==> config.mk <==
export PLATFORM = sky130hd
export DESIGN_NAME = class_hv_writer_flat
export DESIGN_NICKNAME = d
export VERILOG_FILES = /design/src/rtl/class_hv_writer_if.sv /design/src/rtl/class_hv_writer.sv /design/src/flat_wrapper.sv
export SDC_FILE = /design/constraint.sdc
export NUM_CORES = 2
export LEC_CHECK = 0
export BUFFER_PORTS_ARGS = -buffer_cell sky130_fd_sc_hd__clkbuf_2
export CAP_MARGIN = 20
export CORE_MARGIN = 1.5
export CORE_UTILIZATION = 30
export DETAILED_ROUTE_END_ITERATION = 12
export SETUP_SLACK_MARGIN = 0.1
export SYNTH_ARGS = -nofsm -noshare
export SYNTH_HDL_FRONTEND = slang
export SYNTH_SLANG_ARGS = --single-unit
==> constraint.sdc <==
create_clock -name clk -period 4.86 [get_ports clk]
set_input_delay 0.972 -clock clk [delete_from_list [all_inputs] [get_ports clk]]
set_output_delay 0.972 -clock clk [all_outputs]
set_load 0.03 [all_outputs]
==> src/rtl/class_hv_writer_if.sv <==
// Bundle of the sample-side handshake and the memory write stream of the
// class-hypervector writer. The block itself uses the slave view; the
// producer of samples and the consumer of writes use the master view.
interface class_hv_writer_if #(
   parameter int D           = 128,
   parameter int NUM_CLASSES = 16,
   parameter int CW          = 8,
   parameter int AW          = $clog2(NUM_CLASSES * D)
) ();

   localparam int CLW = (NUM_CLASSES > 1) ? $clog2(NUM_CLASSES) : 1;

   logic           start;
   logic [CLW-1:0] class_id;
   logic           sample_valid;
   logic           sample_ready;
   logic [D-1:0]   sample_hv;
   logic           commit;
   logic           WE;
   logic [AW-1:0]  WriteAddr;
   logic           WriteData;
   logic           busy;
   logic           done;
   logic [CW-1:0]  sample_count;

   modport master (
      output start, class_id, sample_valid, sample_hv, commit,
      input  sample_ready, WE, WriteAddr, WriteData, busy, done, sample_count
   );

   modport slave (
      input  start, class_id, sample_valid, sample_hv, commit,
      output sample_ready, WE, WriteAddr, WriteData, busy, done, sample_count
   );

endinterface

==> src/rtl/class_hv_writer.sv <==
// Class hypervector writer: majority-bundles accepted sample hypervectors
// into per-dimension counters, then streams the binarized class vector into
// memory one bit per address at class_id*D + k, k = 0..D-1.
module class_hv_writer #(
   parameter int D           = 128,
   parameter int NUM_CLASSES = 16,
   parameter int CW          = 8,
   parameter int AW          = $clog2(NUM_CLASSES * D)
) (
   input logic              clk,
   input logic              rst_n,
   class_hv_writer_if.slave bus
);

   localparam int CLW = (NUM_CLASSES > 1) ? $clog2(NUM_CLASSES) : 1;
   localparam int KW  = $clog2(D);
   localparam int IW  = KW + 1;
   localparam logic [CW-1:0] MAX_SAMPLES = {CW{1'b1}};
   localparam logic [IW-1:0] LAST_IDX    = IW'(D);

   typedef enum logic [1:0] {
      IDLE  = 2'd0,
      ACCUM = 2'd1,
      WRITE = 2'd2,
      DONE  = 2'd3
   } state_t;

   // Strict majority: 2*ones > total, evaluated one bit wider so it cannot wrap.
   // A tie or an empty class (total = 0) yields 0.
   function automatic logic majority_bit(input logic [CW-1:0] ones,
                                         input logic [CW-1:0] total);
      return ({ones, 1'b0} > {1'b0, total});
   endfunction

   state_t         state_r;
   state_t         state_nxt_s;
   logic [CW-1:0]  cnt_r [D];
   logic [CLW-1:0] class_r;
   logic [CW-1:0]  count_r;
   logic [CW-1:0]  count_nxt_s;
   logic [IW-1:0]  idx_r;
   logic [IW-1:0]  idx_nxt_s;
   logic [KW-1:0]  ki_s;
   logic           accept_s;
   logic [CW-1:0]  sel_cnt_s;
   logic           bit_s;
   logic [AW-1:0]  addr_s;

   logic           ready_r;
   logic           we_r;
   logic [AW-1:0]  waddr_r;
   logic           wdata_r;
   logic           busy_r;
   logic           done_r;

   // Next state, sample acceptance, write index and the bit/address to emit next.
   // On the commit cycle the sample accepted in that same cycle is folded into
   // dimension 0's count so the first write already reflects it.
   always_comb begin
      state_nxt_s = state_r;
      accept_s    = 1'b0;
      count_nxt_s = count_r;
      idx_nxt_s   = idx_r;
      ki_s        = {KW{1'b0}};
      case (state_r)
         IDLE: begin
            if (bus.start) begin
               state_nxt_s = ACCUM;
               count_nxt_s = {CW{1'b0}};
               idx_nxt_s   = {IW{1'b0}};
            end else begin
               state_nxt_s = IDLE;
            end
         end
         ACCUM: begin
            accept_s = bus.sample_valid & ready_r;
            if (accept_s) begin
               count_nxt_s = count_r + CW'(1);
            end else begin
               count_nxt_s = count_r;
            end
            if (bus.commit) begin
               state_nxt_s = WRITE;
               idx_nxt_s   = IW'(1);
            end else begin
               state_nxt_s = ACCUM;
            end
         end
         WRITE: begin
            ki_s = idx_r[KW-1:0];
            if (idx_r == LAST_IDX) begin
               state_nxt_s = DONE;
            end else begin
               state_nxt_s = WRITE;
               idx_nxt_s   = idx_r + IW'(1);
            end
         end
         DONE: begin
            state_nxt_s = IDLE;
         end
         default: begin
            state_nxt_s = IDLE;
         end
      endcase
      sel_cnt_s = cnt_r[ki_s] + CW'(accept_s & bus.sample_hv[ki_s]);
      bit_s     = majority_bit(sel_cnt_s, count_nxt_s);
      addr_s    = AW'(class_r) * AW'(D) + AW'(ki_s);
   end

   // State register.
   always_ff @(posedge clk or negedge rst_n) begin
      if (!rst_n) begin
         state_r <= IDLE;
      end else begin
         state_r <= state_nxt_s;
      end
   end

   // Class slot is captured only when a new class is started.
   always_ff @(posedge clk or negedge rst_n) begin
      if (!rst_n) begin
         class_r <= {CLW{1'b0}};
      end else if ((state_r == IDLE) && bus.start) begin
         class_r <= bus.class_id;
      end else begin
         class_r <= class_r;
      end
   end

   // Per-dimension vote counters: cleared on start, bumped on each accepted sample.
   always_ff @(posedge clk or negedge rst_n) begin
      if (!rst_n) begin
         for (int i = 0; i < D; i++) begin
            cnt_r[i] <= {CW{1'b0}};
         end
      end else if ((state_r == IDLE) && bus.start) begin
         for (int i = 0; i < D; i++) begin
            cnt_r[i] <= {CW{1'b0}};
         end
      end else if (accept_s) begin
         for (int i = 0; i < D; i++) begin
            cnt_r[i] <= cnt_r[i] + CW'(bus.sample_hv[i]);
         end
      end else begin
         for (int i = 0; i < D; i++) begin
            cnt_r[i] <= cnt_r[i];
         end
      end
   end

   // Registered outputs, sample count and write index, all derived from next state.
   always_ff @(posedge clk or negedge rst_n) begin
      if (!rst_n) begin
         we_r    <= 1'b0;
         waddr_r <= {AW{1'b0}};
         wdata_r <= 1'b0;
         busy_r  <= 1'b0;
         done_r  <= 1'b0;
         ready_r <= 1'b0;
         count_r <= {CW{1'b0}};
         idx_r   <= {IW{1'b0}};
      end else begin
         we_r <= (state_nxt_s == WRITE);
         if (state_nxt_s == WRITE) begin
            waddr_r <= addr_s;
            wdata_r <= bit_s;
         end else begin
            waddr_r <= waddr_r;
            wdata_r <= 1'b0;
         end
         busy_r  <= (state_nxt_s == ACCUM) || (state_nxt_s == WRITE);
         done_r  <= (state_nxt_s == DONE);
         ready_r <= (state_nxt_s == ACCUM) && (count_nxt_s < MAX_SAMPLES);
         count_r <= count_nxt_s;
         idx_r   <= idx_nxt_s;
      end
   end

   assign bus.sample_ready = ready_r;
   assign bus.WE           = we_r;
   assign bus.WriteAddr    = waddr_r;
   assign bus.WriteData    = wdata_r;
   assign bus.busy         = busy_r;
   assign bus.done         = done_r;
   assign bus.sample_count = count_r;

endmodule

==> src/flat_wrapper.sv <==
// flat-port wrapper written by rule: the top's interface ports become plain ports
module class_hv_writer_flat 
#(
   parameter int D           = 128,
   parameter int NUM_CLASSES = 16,
   parameter int CW          = 8,
   parameter int AW          = $clog2(NUM_CLASSES * D)
)
  (clk, rst_n, bus_start, bus_class_id, bus_sample_valid, bus_sample_hv, bus_commit, bus_sample_ready, bus_WE, bus_WriteAddr, bus_WriteData, bus_busy, bus_done, bus_sample_count);
  class_hv_writer_if #(.D(D), .NUM_CLASSES(NUM_CLASSES), .CW(CW), .AW(AW)) bus_i ();
  input logic clk;
  input logic rst_n;
  input wire logic [$bits(bus_i.start)-1:0] bus_start;
  input wire logic [$bits(bus_i.class_id)-1:0] bus_class_id;
  input wire logic [$bits(bus_i.sample_valid)-1:0] bus_sample_valid;
  input wire logic [$bits(bus_i.sample_hv)-1:0] bus_sample_hv;
  input wire logic [$bits(bus_i.commit)-1:0] bus_commit;
  output wire logic [$bits(bus_i.sample_ready)-1:0] bus_sample_ready;
  output wire logic [$bits(bus_i.WE)-1:0] bus_WE;
  output wire logic [$bits(bus_i.WriteAddr)-1:0] bus_WriteAddr;
  output wire logic [$bits(bus_i.WriteData)-1:0] bus_WriteData;
  output wire logic [$bits(bus_i.busy)-1:0] bus_busy;
  output wire logic [$bits(bus_i.done)-1:0] bus_done;
  output wire logic [$bits(bus_i.sample_count)-1:0] bus_sample_count;
  assign bus_i.start = bus_start;
  assign bus_i.class_id = bus_class_id;
  assign bus_i.sample_valid = bus_sample_valid;
  assign bus_i.sample_hv = bus_sample_hv;
  assign bus_i.commit = bus_commit;
  assign bus_sample_ready = bus_i.sample_ready;
  assign bus_WE = bus_i.WE;
  assign bus_WriteAddr = bus_i.WriteAddr;
  assign bus_WriteData = bus_i.WriteData;
  assign bus_busy = bus_i.busy;
  assign bus_done = bus_i.done;
  assign bus_sample_count = bus_i.sample_count;
  class_hv_writer #(.D(D), .NUM_CLASSES(NUM_CLASSES), .CW(CW), .AW(AW)) u_core (.clk(clk), .rst_n(rst_n), .bus(bus_i));
endmodule
---- Word level (Yosys, flattened, before mapping) ----
Cells that the tools add are included.
storage, ports and cells
  flip-flop bits (word level) ............. 1,062
  input bits .............................. 137
  output and inout port bits .............. 24
  logic and storage cells ................. 315
operators by class
  add/sub/neg operators ................... 132
  $lt $le $gt $ge ......................... 4
  eq/ne operators ......................... 10
  multiplexer cells ....................... 21
  bitwise gates (word level) .............. 3
  reductions and logical operators ........ 7
operators by type and width
  kind                                                                    count
  1024-bit 2-to-1 mux                                                     2
  8-bit by 1-bit adder with 8-bit output                                  128
  8-bit binary-select mux with 7-bit select                               1
  8-bit 2-to-1 mux                                                        7
  8-bit one-hot mux with 3 select lines                                   1
  8-bit by 1-bit adder with 8-bit output (second input constant)          2
  8-bit one-hot mux with 2 select lines                                   1
  11-bit by 7-bit adder with 11-bit output                                1
  9-bit by 8-bit greater-than comparator with 1-bit output                1
  8-bit adder                                                             1
  2-bit equality test (second input constant)                             4
  8-bit equality test (second input constant)                             1
  8-bit greater-or-equal comparator (second input constant)               1
  7-bit by 8-bit < comparator with 1-bit output (second input constant)   1
  8-bit < comparator (second input constant)                              1
  7-bit NOT with 8-bit output                                             1
  2-bit one-hot mux with 4 select lines                                   1
  1-bit binary-select mux with 7-bit select                               1
  7-bit 2-to-1 mux                                                        1
  2-bit inequality test (second input constant)                           3
  1-bit 2-to-1 mux                                                        5
  2-bit by 1-bit equality test with 1-bit output (second input constant)  2
  4-bit AND reduction                                                     1
  3-bit nonzero test                                                      1
  other kinds (6)                                                         8

---- Longest topological paths before layout ----
  depth after elaboration ................. 9
  gate-level depth with buffers ........... 30
  mapped depth without buffers ............ 24

---- Least setup slack after synthesis ----
No wires, ideal clock.
  kind .................................... register -> register
  start ................................... register u_core.state_r[0]
  end ..................................... register u_core.wdata_r (netlist: u_core.bus.WriteData)
  setup time .............................. 0.124 ns
  arrival ................................. 4.633 ns
  required time ........................... 4.736 ns
  slack ................................... 0.103 ns
  stages on the path, launching flop included .. 28
  path buffers ............................ 6
  clock period less this slack ............ 4.757 ns
  cell sequence ........................... dfrtp_1 -> inv_1 -> ha_1 -> buf_6 -> and2_1 -> buf_6 -> buf_2 -> buf_2 -> buf_2 -> buf_1 -> mux4_2 -> mux2i_1 -> o21ai_0 -> o211ai_1 -> a21oi_1 -> a21o_1 -> ha_1 -> ha_1 -> ha_1 -> a21o_1 -> a21oi_1 -> nor2b_1 -> o21ai_0 -> nand2b_1 -> a21oi_1 -> nor2b_1 -> o32a_1 -> o31a_1
between the ends
  word-level cells in the longest chain between the ends .. 9
  elaborated cells between the ends (all ways) .. 19
  those cells by class .................... add/sub (1); order compare (1); eq/ne (4); mux (10); bitwise (2); reduce/logical (1)
RTL lines
  what                                                      line                    source
  start, declared                                           class_hv_writer.sv:35   state_t state_r;
  start signal, assigned                                    class_hv_writer.sv:115  state_r <= state_nxt_s;
  2-bit equality test                                       class_hv_writer.sv:65   case (state_r)
  7-bit 2-to-1 mux                                          class_hv_writer.sv:65
  7-bit NOT with 8-bit output (implied by the code)         class_hv_writer.sv:105  sel_cnt_s = cnt_r[ki_s] + CW'(accept_s & bus.sample_hv[ki_s]);
  8-bit binary-select mux with 7-bit select                 class_hv_writer.sv:105
  8-bit 2-to-1 mux (implied by the code) (2 in a row)       class_hv_writer.sv:105
  8-bit adder                                               class_hv_writer.sv:105
  9-bit by 8-bit greater-than comparator with 1-bit output  class_hv_writer.sv:32   return ({ones, 1'b0} > {1'b0, total});
  1-bit 2-to-1 mux *                                        class_hv_writer.sv:164  if (state_nxt_s == WRITE) begin
  end signal, assigned                                      class_hv_writer.sv:166  wdata_r <= bit_s;
  end, declared                                             class_hv_writer.sv:52   logic wdata_r;
Every way passes the cells marked *; elsewhere a longest branch is shown, timed or not. The select of a mux whose other input is x is not followed.
A chain may end at the register's enable or synchronous reset.

---- Worst setup path in the final report ----
Ends and elaborated chain as after synthesis.

==> impl_metrics.tcl <==
set metrics [dict create \
    path_clk_slew_ns 0.06 \
    cp_max_fo 6 \
    critical_path_class "register to register" \
    drv_slew 0 \
    drt_iter0_markers 5282 \
    drive_gt1_frac 0.1470 \
    endpoint_kind "register" \
    slowest_delay_ns 0.39 \
    wire_per_inst_um 23.27 \
    fmax_mhz 206.2 \
    tightest_slew_ns 1.147 \
    drcViolationCount 0 \
    core_um2 201900 \
    cts.path.max_buffers 3 \
    start_kind "register" \
    syn_area_per_cell_um2 9.340 \
    powerDensity_nw_per_um2 372.2 \
    crit_family "buffers and inverters" \
    syn_area_um2 60880 \
    cts-buffers-inserted 121 \
    setup_violations 0 \
    final.setup_skew_ns 0.02678 \
    area_growth_pct 17.87 \
    arrival_ns 5.52 \
    vias 51680 \
    cp_num_buf_inv 10 \
    cts_max_level 3 \
    grt_pass1_vias 50010 \
    tritoncts "done" \
    cts_sinks 1062 \
    crit_top_cell "buf_4" \
    max-vdd-ir-drop_mv 0.3392 \
    setup_tns_ns 0 \
    hold_path_class "input pin to async pin" \
    timing.slew.headroom 0.2350 \
    routed_wl_mm 223.2 \
    design_area_um2 71750 \
    whs_ns 0.2283 \
    drtAntennaViolNets 0 \
    status "complete, no violations" \
    synth-warning-count 0 \
    grt_overflow 0 \
    syn_nets 6930 \
    vias_per_cell 5.388 \
    grt_pass1_wl_mm 332.3 \
    synth_edf_count 0 \
    die_w_um 453.5 \
    grt_max_degree 231 \
    grt.total_usage 0.2134 \
    worstPathRequired_ns 5.53 \
    power.total_mw 26.71 \
    dieArea_um2 205600 \
    start_util 0.3015 \
    cts_root_buffer "clkbuf_16" \
    gp_congestion 0.9520 \
    syn_inst 6518 \
    clock_latency_ns 0.79 \
    drt_pre_antenna_iters 8 \
    dp_hpwl_mm 160.8 \
    ys.flop_type "dfrtp_1" \
    nets 7232 \
    min_period_over_period 0.9977 \
    pin_count 161 \
    synth_seq_cells 1062 \
    cpMaxStageDelayCell "dfrtp_1" \
    rsz0062_at_grt "yes" \
    power.leakage_nw 31.54 \
    ys_seq_area_frac 0.4366 \
    final_cell_mix "dfrtp_1, nor2_1, nand2_1, xor2_1" \
    async_reset_ff_frac 1.000 \
    fin_crit_ns 4.849 \
    yosysUniqueCellTypes 80 \
    antenna_found_initial 18 \
    cap_violations 0 \
    final_common_cell "dfrtp_1" \
    io_buffers 160 \
    placed_cell_area_um2 67050 \
    rrSetupSlack_ns 0.01 \
    finalHoldViolCount 0 \
    die_h_um 453.5 \
    path_cells "inv_2, ha_4, buf_12, buf_4, buf_4, nand2_4, buf_12, buf_4, nand2_1, buf_4, o221ai_1, a31o_2, a31oi_1, buf_4, o32ai_1, buf_4, buf_4, xnor2_2, ha_1, nand4_1, o32a_1, o31a_1" \
    num_rows 165 \
]
cell usage after synthesis, types with 79 or more instances:
| cell | count | area (µm²) |
|---|---|---|
| xnor2_1 | 193 | 1690 |
| nand4_1 | 234 | 1464 |
| o21ai_0 | 100 | 500.5 |
| nor2_1 | 951 | 3570 |
| and3_1 | 120 | 750.7 |
| buf_2 | 79 | 395.4 |
| ha_1 | 275 | 3441 |
| clkbuf_1 | 267 | 1002 |
| nand2_1 | 942 | 3536 |
| nand3_1 | 356 | 1782 |
| a21oi_1 | 355 | 1777 |
| xor2_1 | 562 | 4922 |
| dfrtp_1 | 1062 | 26580 |
| mux2i_1 | 182 | 1822 |
worst reg2reg max path, cell delays in order, from the launching register on:
cell and delay (ns):
dfrtp_1 0.39, inv_2 0.08, ha_4 0.16, buf_12 0.12
buf_4 0.19, buf_4 0.19, nand2_4 0.16, buf_12 0.21
buf_4 0.17, nand2_1 0.30, buf_4 0.22, o221ai_1 0.16
a31o_2 0.31, a31oi_1 0.34, buf_4 0.23, o32ai_1 0.09
buf_4 0.16, buf_4 0.13, xnor2_2 0.12, ha_1 0.32
nand4_1 0.10, o32a_1 0.29, o31a_1 0.27
layout make-up:
class	count	area, µm²
flip-flops and latches	1062	26590
repair buffers	594	4937
diodes	4	10.01
multi-input cells	5004	32640
clock buffers	170	3462
inverters	37	138.9
fillers	20230	130200
well taps	2672	3343
clock inverters	50	636.9
power breakdown:
| part | internal (mW) | leakage, nW | switching (mW) | total, mW |
|---|---|---|---|---|
| clock | 5.54 | 2.02 | 4.03 | 9.58 |
| combinational | 2.14 | 14.8 | 4.64 | 6.78 |
| sequential | 9.51 | 14.8 | 0.838 | 10.4 |
registers in the layout, indices dropped and copies added (netlist names):
| register | count |
|---|---|
| u_core.cnt_r | 1024 |
| u_core.bus.sample_ready | 1 |
| u_core.bus.WriteData | 1 |
| u_core.idx_r | 8 |
| u_core.bus.done | 1 |
| u_core.bus.sample_count | 8 |
| u_core.bus.WE | 1 |
| u_core.class_r | 4 |
| u_core.bus.WriteAddr | 11 |
| u_core.state_r | 2 |
| u_core.bus.busy | 1 |
per-stage QoR:
| step | cells | worst slack [ns] | util |
|---|---|---|---|
| floorplan | 6518 | 0.1027 | - |
| global placement | 9351 | -0.8934 | 0.3320 |
| detailed placement | 9352 | -0.8093 | 0.3321 |
| CTS | 9586 | 0.05149 | 0.3546 |
| global route | 9590 | -0.1113 | 0.3553 |
| finish | 9593 | 0.01111 | 0.3554 |
worst paths after layout:
| check | from | to | cells past startpoint |
|---|---|---|---|
| max | u_core.state_r[0] | u_core.bus.WriteData | 22 |
| min | rst_n | u_core.cnt_r[734] | 1 |
| max reg2reg | u_core.state_r[0] | u_core.bus.WriteData | 22 |
| min reg2reg | u_core.idx_r[7] | u_core.idx_r[7] | 1 |
| max in group asynchronous | rst_n | u_core.cnt_r[467] | 2 |
| min in group clk | bus_class_id[3] | u_core.class_r[3] | 2 |
per-layer routing:
layer / share of wire / track usage / routed length, µm
met5: 0.00061 / 0 / 137
met4: 0.063 / 0.1219 / 14050
met3: 0.071 / 0.03674 / 15770
met2: 0.45 / 0.3298 / 100500
met1: 0.42 / 0.2812 / 92810
repair_timing:
item / in CTS / in global routing
setup buffers: 15 / 3
cloned: 0 / 0
pin swaps: 34 / 23
hold buffers: 0 / 0
setup endpoints to repair: 1 / 1
gates resized for setup: 65 / 22
cell families (layout without fill, tap and decap cells):
kind of cell	count (synthesis)	in the layout	synth area share
simple gates	2780	2780	0.2003
flops	1062	1062	0.4366
compound gates	864	864	0.09274
xor+xnor	755	755	0.1086
buf+inv	452	851	0.03428
mux	330	330	0.07099
fa+ha+maj	275	275	0.05652
other cells	0	4	0
(Power assumes the default switching activity.)
